===== src/rtl/freelist_multiport_pkg.sv =====
// Shared rename-stage definitions for the physical-register free list.
// Holds the register-file geometry, the derived widths used by the list,
// common typedefs and the modulo-DEPTH pointer adder.
package freelist_multiport_pkg;

   localparam int unsigned PREG_NUM        = 64;
   localparam int unsigned PREG_WIDTH      = $clog2(PREG_NUM);
   localparam int unsigned ALLOC_WIDTH     = 2;
   localparam int unsigned RELEASE_WIDTH   = 2;

   // p0 is never on the list, so the queue holds pregs 1..PREG_NUM-1.
   localparam int unsigned DEPTH           = PREG_NUM - 1;
   localparam int unsigned CNT_WIDTH       = PREG_WIDTH + 1;
   localparam int unsigned PTR_WIDTH       = $clog2(DEPTH);
   localparam int unsigned COMMIT_WIDTH    = $clog2(ALLOC_WIDTH + 1);
   localparam int unsigned REL_CNT_WIDTH   = $clog2(RELEASE_WIDTH + 1);

   typedef logic [PREG_WIDTH-1:0] preg_t;
   typedef logic [PTR_WIDTH-1:0]  ptr_t;
   typedef logic [CNT_WIDTH-1:0]  cnt_t;

   // Modulo-DEPTH add; DEPTH need not be a power of two. Valid for inc <= DEPTH.
   function automatic ptr_t ptr_add(ptr_t ptr, int unsigned inc);
      int unsigned sum;
      sum = 32'(ptr) + inc;
      if (sum >= DEPTH) sum = sum - DEPTH;
      return ptr_t'(sum);
   endfunction

endpackage


===== src/rtl/freelist_ptr_unit.sv =====
// Modulo-DEPTH queue pointer with a variable per-cycle increment and a
// synchronous load that overrides the increment.
// Ports:
//   clk        - clock
//   rst        - synchronous active-low reset, pointer returns to 0
//   inc_i      - amount to advance this cycle
//   load_i     - replace the pointer with load_val_i at the next edge
//   load_val_i - value loaded when load_i is set
//   ptr_o      - current pointer
module freelist_ptr_unit
   import freelist_multiport_pkg::*;
#(
   parameter int unsigned IncWidth = 2
) (
   input  logic                clk,
   input  logic                rst,
   input  logic [IncWidth-1:0] inc_i,
   input  logic                load_i,
   input  ptr_t                load_val_i,
   output ptr_t                ptr_o
);

   ptr_t ptr_q, ptr_d;

   always_comb begin
      ptr_d = ptr_q;
      if (load_i) ptr_d = load_val_i;
      else        ptr_d = ptr_add(ptr_q, 32'(inc_i));
   end

   always_ff @(posedge clk) begin
      if (!rst) ptr_q <= '0;
      else      ptr_q <= ptr_d;
   end

   assign ptr_o = ptr_q;

endmodule


===== src/rtl/freelist_multiport.sv =====
// Physical-register free list for rename. Hands out up to ALLOC_WIDTH pregs per
// cycle speculatively and accepts up to RELEASE_WIDTH released pregs per cycle.
// A committed pointer/count pair shadows the speculative read side so a flush
// rewinds all uncommitted allocations in one cycle.
// Ports:
//   clk, rst        - clock, synchronous active-low reset
//   alloc_req_i     - per-lane allocate request (lanes may be sparse)
//   alloc_gnt_o     - every requested lane granted (all-or-nothing)
//   alloc_preg_o    - preg per lane, lane k at [k*PREG_WIDTH +: PREG_WIDTH]
//   release_vld_i   - per-lane release valid
//   release_preg_i  - released preg per lane
//   commit_cnt_i    - allocations retired this cycle
//   flush_i         - squash uncommitted allocations
//   free_num_o      - speculative free count
//   empty_o, full_o - free count is 0 / DEPTH
//   overflow_err_o  - sticky: a release was dropped because the list was full
module freelist_multiport
   import freelist_multiport_pkg::*;
(
   input  logic                                 clk,
   input  logic                                 rst,
   input  logic [ALLOC_WIDTH-1:0]               alloc_req_i,
   output logic                                 alloc_gnt_o,
   output logic [ALLOC_WIDTH*PREG_WIDTH-1:0]    alloc_preg_o,
   input  logic [RELEASE_WIDTH-1:0]             release_vld_i,
   input  logic [RELEASE_WIDTH*PREG_WIDTH-1:0]  release_preg_i,
   input  logic [COMMIT_WIDTH-1:0]              commit_cnt_i,
   input  logic                                 flush_i,
   output logic [CNT_WIDTH-1:0]                 free_num_o,
   output logic                                 empty_o,
   output logic                                 full_o,
   output logic                                 overflow_err_o
);

   preg_t queue_q [DEPTH];

   ptr_t rd_ptr, cmt_ptr, wr_ptr, cmt_ptr_next;
   cnt_t spec_cnt_q, spec_cnt_d, cmt_cnt_q, cmt_cnt_d;
   logic overflow_q, overflow_d;

   int unsigned n_req, n_acc, room;
   logic                       rel_drop;
   logic [RELEASE_WIDTH-1:0]   wr_en;
   ptr_t                       wr_idx  [RELEASE_WIDTH];
   preg_t                      wr_data [RELEASE_WIDTH];
   logic [COMMIT_WIDTH-1:0]    rd_inc;
   logic [REL_CNT_WIDTH-1:0]   wr_inc;

   // Lane k reads the entry offset by the number of requesting lanes below it.
   always_comb begin
      n_req        = 0;
      alloc_preg_o = '0;
      for (int k = 0; k < ALLOC_WIDTH; k++) begin
         alloc_preg_o[k*PREG_WIDTH +: PREG_WIDTH] = queue_q[ptr_add(rd_ptr, n_req)];
         if (alloc_req_i[k]) n_req = n_req + 1;
      end
   end

   assign alloc_gnt_o = !flush_i && (n_req <= 32'(spec_cnt_q));

   // Compact valid release lanes; lanes beyond the free room (highest first) drop.
   always_comb begin
      n_acc    = 0;
      rel_drop = 1'b0;
      wr_en    = '0;
      room     = DEPTH - 32'(spec_cnt_q);
      for (int l = 0; l < RELEASE_WIDTH; l++) begin
         wr_idx[l]  = '0;
         wr_data[l] = '0;
         if (release_vld_i[l]) begin
            if (n_acc < room) begin
               wr_en[l]   = 1'b1;
               wr_idx[l]  = ptr_add(wr_ptr, n_acc);
               wr_data[l] = release_preg_i[l*PREG_WIDTH +: PREG_WIDTH];
               n_acc      = n_acc + 1;
            end else begin
               rel_drop = 1'b1;
            end
         end
      end
   end

   always_comb begin
      rd_inc       = alloc_gnt_o ? COMMIT_WIDTH'(n_req) : '0;
      wr_inc       = REL_CNT_WIDTH'(n_acc);
      cmt_ptr_next = ptr_add(cmt_ptr, 32'(commit_cnt_i));
      cmt_cnt_d    = cnt_t'(32'(cmt_cnt_q) + n_acc - 32'(commit_cnt_i));
      spec_cnt_d   = cnt_t'(32'(spec_cnt_q) + n_acc - (alloc_gnt_o ? n_req : 0));
      // Flush rewinds to the committed image, including this cycle's release/commit.
      if (flush_i) spec_cnt_d = cmt_cnt_d;
      overflow_d   = overflow_q | rel_drop;
   end

   freelist_ptr_unit #(.IncWidth(COMMIT_WIDTH)) u_rd_ptr (
      .clk        (clk),
      .rst        (rst),
      .inc_i      (rd_inc),
      .load_i     (flush_i),
      .load_val_i (cmt_ptr_next),
      .ptr_o      (rd_ptr)
   );

   freelist_ptr_unit #(.IncWidth(COMMIT_WIDTH)) u_cmt_ptr (
      .clk        (clk),
      .rst        (rst),
      .inc_i      (commit_cnt_i),
      .load_i     (1'b0),
      .load_val_i ('0),
      .ptr_o      (cmt_ptr)
   );

   freelist_ptr_unit #(.IncWidth(REL_CNT_WIDTH)) u_wr_ptr (
      .clk        (clk),
      .rst        (rst),
      .inc_i      (wr_inc),
      .load_i     (1'b0),
      .load_val_i ('0),
      .ptr_o      (wr_ptr)
   );

   always_ff @(posedge clk) begin
      if (!rst) begin
         for (int i = 0; i < DEPTH; i++) queue_q[i] <= preg_t'(i + 1);
         spec_cnt_q <= cnt_t'(DEPTH);
         cmt_cnt_q  <= cnt_t'(DEPTH);
         overflow_q <= 1'b0;
      end else begin
         for (int l = 0; l < RELEASE_WIDTH; l++) begin
            if (wr_en[l]) queue_q[wr_idx[l]] <= wr_data[l];
         end
         spec_cnt_q <= spec_cnt_d;
         cmt_cnt_q  <= cmt_cnt_d;
         overflow_q <= overflow_d;
      end
   end

   assign free_num_o     = spec_cnt_q;
   assign empty_o        = (spec_cnt_q == '0);
   assign full_o         = (spec_cnt_q == cnt_t'(DEPTH));
   assign overflow_err_o = overflow_q;

`ifndef SYNTHESIS
   // Callers may only retire allocations that are still outstanding.
   always_ff @(posedge clk) begin
      if (rst) assert (32'(commit_cnt_i) <= 32'(cmt_cnt_q) - 32'(spec_cnt_q));
   end
`endif

endmodule


===== config.mk =====
export PLATFORM = sky130hd
export DESIGN_NAME = freelist_multiport
export DESIGN_NICKNAME = d
export VERILOG_FILES = /design/src/rtl/freelist_multiport_pkg.sv /design/src/rtl/freelist_ptr_unit.sv /design/src/rtl/freelist_multiport.sv
export SDC_FILE = /design/constraint.sdc
export NUM_CORES = 1
export LEC_CHECK = 0
export CAP_MARGIN = 20
export CELL_PAD_IN_SITES_DETAIL_PLACEMENT = 1
export CELL_PAD_IN_SITES_GLOBAL_PLACEMENT = 1
export CORE_UTILIZATION = 47
export CTS_CLUSTER_SIZE = 40
export DETAILED_ROUTE_END_ITERATION = 10
export HOLD_SLACK_MARGIN = 0.05
export PLACE_DENSITY_LB_ADDON = 0.1
export SYNTH_ARGS = -nofsm -noshare
export SYNTH_HDL_FRONTEND = slang
export SYNTH_HIERARCHICAL = 1
export SYNTH_SLANG_ARGS = --single-unit

===== constraint.sdc =====
create_clock -name clk -period 3.85 [get_ports clk]
set_input_delay 0.5775 -clock clk [delete_from_list [all_inputs] [get_ports clk]]
set_output_delay 0.5775 -clock clk [all_outputs]
set_load 0.02 [all_outputs]

Word-level counts from Yosys, hierarchy flattened
Memory sizes are Yosys's and may differ from the RTL's.
Index checks and enable logic that the tools add are counted.

storage, ports and cells
  bits in registers = 33
  latch bits = 0
  memory bits (writable) = 378
  ROM bits = 0
  input bits = 21
  output and inout port bits = 23
  word-level logic and storage cells = 89
  memories kept = 1

memories
  memory   words  bits a word  read ports  clocked after Yosys merged registers in  wr ports  line                      text
  queue_q  63     6            2           0                                        63        freelist_multiport.sv:35  preg_t queue_q [DEPTH];

operators by class
  add/sub/neg operators = 19
  $mul = 0
  divide/modulo/power cells = 0
  $lt $le $gt $ge = 10
  eq/ne operators = 1
  shift-type cells = 0
  muxes and demuxes = 46
  bitwise gates (word level) = 1
  reductions and logical operators = 5

operator list
  cell                     count
  $mux W6                  20
  $sub A6 B6 Y6 const B    7
  $ge A7 B6 Y1 const B     5
  $add A32 B1 Y32 const B  1
  $le A32 B7 Y1            1
  $lt A1 B32 Y1 const A    1
  $lt A32 B32 Y1           1
  $mux W32                 1
  $mux W7                  4
  $add A6 B2 Y7            3
  $mux W1                  20
  $add A6 B1 Y7            2
  $add A7 B7 Y7            2
  $ge A6 B6 Y1 const B     2
  $reduce_or A6 Y1         2
  $sub A6 B7 Y8 const A    1
  $eq A7 B6 Y1 const B     1
  $logic_not A7 Y1         1
  $sub A7 B2 Y7            1
  $sub A7 B7 Y7            1
  $add A1 B1 Y2 const B    1
  $mux W2                  1
  $logic_and A1 B1 Y1      1
  $logic_not A1 Y1         1
  $or A1 B1 Y1             1

Depth between registers and ports, before layout
  depth in word-level cells = 12
  mapped depth = 20

Hierarchy
The synthesis kept the hierarchy.

by module, submodules not included
  module              instances  cells an instance  area each (um^2)  seq. area each (um^2)
  freelist_multiport  1          2563               28035.6           11831.3
  freelist_ptr_unit   3          62                 511.7             120.1

Least setup slack after synthesis
Ideal clock, no wire load.

  path kind = in2out
  from = input port alloc_req_i[0]
  to = output port alloc_preg_o[6]
  arrival time = 3.931 ns
  slack = -0.659 ns
  cell stages on the path = 13
  path buffers = 4
  cell sequence = ha_1 > ha_1 > ha_1 > clkbuf_1 > buf_1 > buf_1 > clkbuf_1 > nor3_1 > o21ai_0 > nand2_1 > o32ai_1 > o211ai_1 > nor4_1

between the ends
  cells in the longest elaborated chain, start to end = 5

ends and longest elaborated chain
  element                                        line                          text
  from (decl)                                    freelist_multiport.sv:22      input logic [ALLOC_WIDTH-1:0] alloc_req_i,
  $mux W1 *                                      freelist_multiport.sv:55      if (alloc_req_i[k]) n_req = n_req + 1;
  $add A6 B1 Y7 *                                freelist_multiport_pkg.sv:25  sum = 32'(ptr) + inc;
  $sub A6 B6 Y6 or $ge A7 B6 Y1 (tied branches)  freelist_multiport_pkg.sv:26  if (sum >= DEPTH) sum = sum - DEPTH;
  $mux W6 *                                      freelist_multiport_pkg.sv:26
  $mem_v2 Z63 W6 *                               -
  to (decl)                                      freelist_multiport.sv:24      output logic [ALLOC_WIDTH*PREG_WIDTH-1:0] alloc_preg_o,

Every way passes the cells marked *; elsewhere a longest branch is shown, timed or not.

Final worst setup path
  from = register u_rd_ptr.ptr_q[0], in the netlist u_rd_ptr/ptr_o[0]
  to = output port alloc_preg_o[11]

between the ends
  cells in the longest elaborated chain, start to end = 4

ends and longest elaborated chain
  element                                        line                          text
  from (decl)                                    freelist_ptr_unit.sv:23       ptr_t ptr_q, ptr_d;
  from (signal assigned)                         freelist_ptr_unit.sv:33       else ptr_q <= ptr_d;
  $add A6 B1 Y7 *                                freelist_multiport_pkg.sv:25
  $sub A6 B6 Y6 or $ge A7 B6 Y1 (tied branches)  freelist_multiport_pkg.sv:26
  $mux W6 *                                      freelist_multiport_pkg.sv:26
  $mem_v2 Z63 W6 *                               -

Marks and branches as above.

==> results.py <==
metrics = {
    "grt": {
        "grt_max_degree": 65,
        "grt_pass1_wl_um": 217000,
        "gr-total-overflow": 0,
        "grt_antenna_before_repair": 11,
        "grtUsageTotal": 0.473,
        "grt_pass1_vias": 30953,
    },
    "cells_and_area": {
        "layout.nets": 3271,
        "fin_util": 0.610,
        "instances_no_fill": 4084,
        "fill_cells": 6513,
        "final_common_cell": "buf_4",
        "final_cell_mix": "buf_4 (513), edfxtp_1 (384), nand2_1 (292)",
        "design_area_um2": 37800,
        "drive_gt1_frac": 0.321,
        "area_growth_pct": 27.7,
    },
    "outcome": {
        "violations": "negative setup slack",
        "outcome": "finished with violations",
    },
    "route": {
        "final_antenna_net_count": 0,
        "initialDrtViolationCount": 4342,
        "wl_um": 152000,
        "vias_per_cell": 7.51,
        "dr.pass1.iters": 6,
        "drcViolationCount": 0,
        "vias": 30657,
        "wl_per_cell_um": 37.3,
    },
    "worst_hold_path": {
        "hold_start": "overflow_err_o",
        "hold_depth": 2,
        "hp-class": "register to register",
        "hold_path_end": "overflow_err_o",
    },
    "clock_network": {
        "cts_root_buffer": "clkbuf_16",
        "cts_buffers": 47,
        "tritoncts": "yes",
        "clkTransAtPathRegs_ps": 60,
        "cts_buffer_depth": 3,
        "clkLatencyLatePin_ps": 620,
        "cts.htree.levels": 2,
        "clock_sinks": 417,
    },
    "placement": {
        "dp_worst_setup_slack_ps": -1440,
        "place_inst": 3945,
        "dpl.hpwl_um": 108000,
        "placed_cell_area_um2": 35200,
        "gp_congestion": 1.00,
        "io_buffers": 43,
    },
    "setup_path": {
        "worstPathArrival_ps": 4260,
        "rrSetupSlack_ps": 100,
        "cp-startpoint": "u_rd_ptr/ptr_o[0]",
        "crit_path_start_kind": "register",
        "end_kind": "output pin",
        "crit_fanout": 5,
        "rr_startpoint": "free_num_o[2]",
        "rr_worst_depth": 20,
        "required_ps": 3270,
        "regToRegEndpoint": "queue_q[10][1]",
        "path_class": "register to output pin",
    },
    "timing": {
        "maxSlewHeadroom": 0.321,
        "timing.fmax_mhz": 207,
        "min_period_over_period": 1.26,
        "hold_slack_ps": 507,
        "worst-slew-pin-transition_ps": 1020,
        "setup_viol": 12,
        "rsz0062_at_grt": "yes",
        "fin_crit_ps": 4830,
        "hold_violations": 0,
        "clock_skew_ps": 27.2,
        "finalSetupTns_ps": -8700,
        "final-max-slew-violation-count": 0,
        "fin_ws_ps": -984,
    },
    "yosys": {
        "syn-cell-area_um2": 29600,
        "synthCells": 2749,
        "synth_edf_count": 384,
        "synthArstFlopShare": 0,
        "synth_warnings": 6,
        "synth_area_leaders": "edfxtp_1 (39%), mux4_2 (14%), o22ai_1 (5.1%), nand2_1 (3.9%), mux2i_1 (3.9%)",
        "synth_seq_cells": 417,
        "syn_avg_cell_area_um2": 10.8,
        "ys_seq_area_frac": 0.412,
        "synth.distinct_cells": 88,
        "synth_ff_type": "edfxtp_1",
        "yosysTopAreaCell": "edfxtp_1",
        "synth.top_cell.area_share": 0.390,
    },
    "power": {
        "ir_drop_mv": 0.539,
        "design_power_total_mw": 17.6,
        "cellPowerDensity_nw_per_um2": 465,
        "p_leak_nw": 13.0,
    },
    "floorplan": {
        "fp-row-count": 91,
        "die_w_um": 253,
        "die_h_um": 253,
        "start_util": 0.477,
        "coreArea_um2": 61900,
        "die_area_um2": 63900,
        "io_pins": 44,
    },
    "job": {
        "max_cap_violations": 0,
    },
}
-- cell families (layout without fill, tap and decap cells) --
| group | Yosys count | count (layout) | synth area share |
|---|---|---|---|
| other | 1 | 27 | 0.000127 |
| adders and majority gates | 49 | 49 | 0.0227 |
| DFF | 417 | 417 | 0.412 |
| and+or+nand+nor | 789 | 789 | 0.122 |
| xor gates and xnor gates | 38 | 38 | 0.0121 |
| AOI/OAI and AO/OA | 840 | 841 | 0.202 |
| muxes | 325 | 325 | 0.187 |
| buffers and inverters | 290 | 761 | 0.0421 |
-- registers in the layout, indices dropped and copies added (netlist names) --
register	cells
u_wr_ptr/ptr_o	6
overflow_err_o	1
u_cmt_ptr/ptr_o	6
free_num_o	7
cmt_cnt_q	7
u_rd_ptr/ptr_o	6
queue_q	384
-- layout make-up --
type	instances	area [um2]	share of cell area
flip-flops and latches	417	12200	0.323
clock inverters	28	420	0.0111
diodes	9	22.5	0.000596
well taps	837	1050	0.0277
multi-input cells	2060	16900	0.447
repair buffers	636	5790	0.153
inverters	40	151	0.00401
clock buffers	57	1230	0.0327
-- power breakdown --
part,switching [mW],internal [mW]
sequential,0.214,5.16
combinational,4.28,2.86
clock,2.09,2.97
total,6.58,11.0
-- Yosys cell counts (all sizes together) (8+ instances only) --
master and n:
nand4 20, o32ai 9, o22ai 242, clkbuf 133
nor3 65, nor2b 21, ha 40, mux4 179
nand3 57, nor2 201, mux2 30, or3 15
xnor2 23, o21ai 71, inv 39, nor4 20
dfxtp 33, a21oi 64, edfxtp 384, fa 8
a32oi 65, buf 117, and3 20, and2 19
a211oi 26, xor2 15, mux2i 116, nand2 316
a21o 8, a221oi 10, o31ai 21, nand2b 12
a22oi 146, o211ai 86, o221ai 19
-- worst max-delay path, cell delays in order, from the launching register on --
cell,delay [ps]
dfxtp_2,350
ha_4,180
ha_4,190
buf_4,150
o31a_1,300
o21ai_1,170
buf_4,160
buf_4,120
o21a_4,220
buf_4,170
o221ai_1,110
a21oi_1,160
o221ai_1,270
a2111o_1,490
nor4_4,390
buf_4,210
-- worst max-delay path by stage --
stage / to / slack, ps / depth (start not counted)
6_report: alloc_preg_o[11] / -980 / 15
5_1_grt: alloc_preg_o[6] / -1060 / 18
4_1_cts: alloc_preg_o[8] / -940 / 19
3_3_place_gp: alloc_preg_o[11] / -1320 / 14
2_1_floorplan: alloc_preg_o[9] / 4 / 12
3_5_place_dp: alloc_preg_o[11] / -1440 / 17
-- per-layer routing --
metal	up-vias	routed length (um)	GRT usage
met5	-	40	0.00541
met3	711	20100	0.153
met4	6	12600	0.347
met1	15347	52100	0.561
met2	2556	67500	0.721
li1	12037	-	-
-- repair_timing --
| item | CTS | global route |
|---|---|---|
| gates resized for setup | 113 | 42 |
| cloned | 6 | 0 |
| hold buffers | 0 | 0 |
| endpoints found under the setup margin | 273 | 244 |
| buffers inserted | 35 | 5 |
| pin swaps | 28 | 27 |
Power figures use the tool's default switching activity.
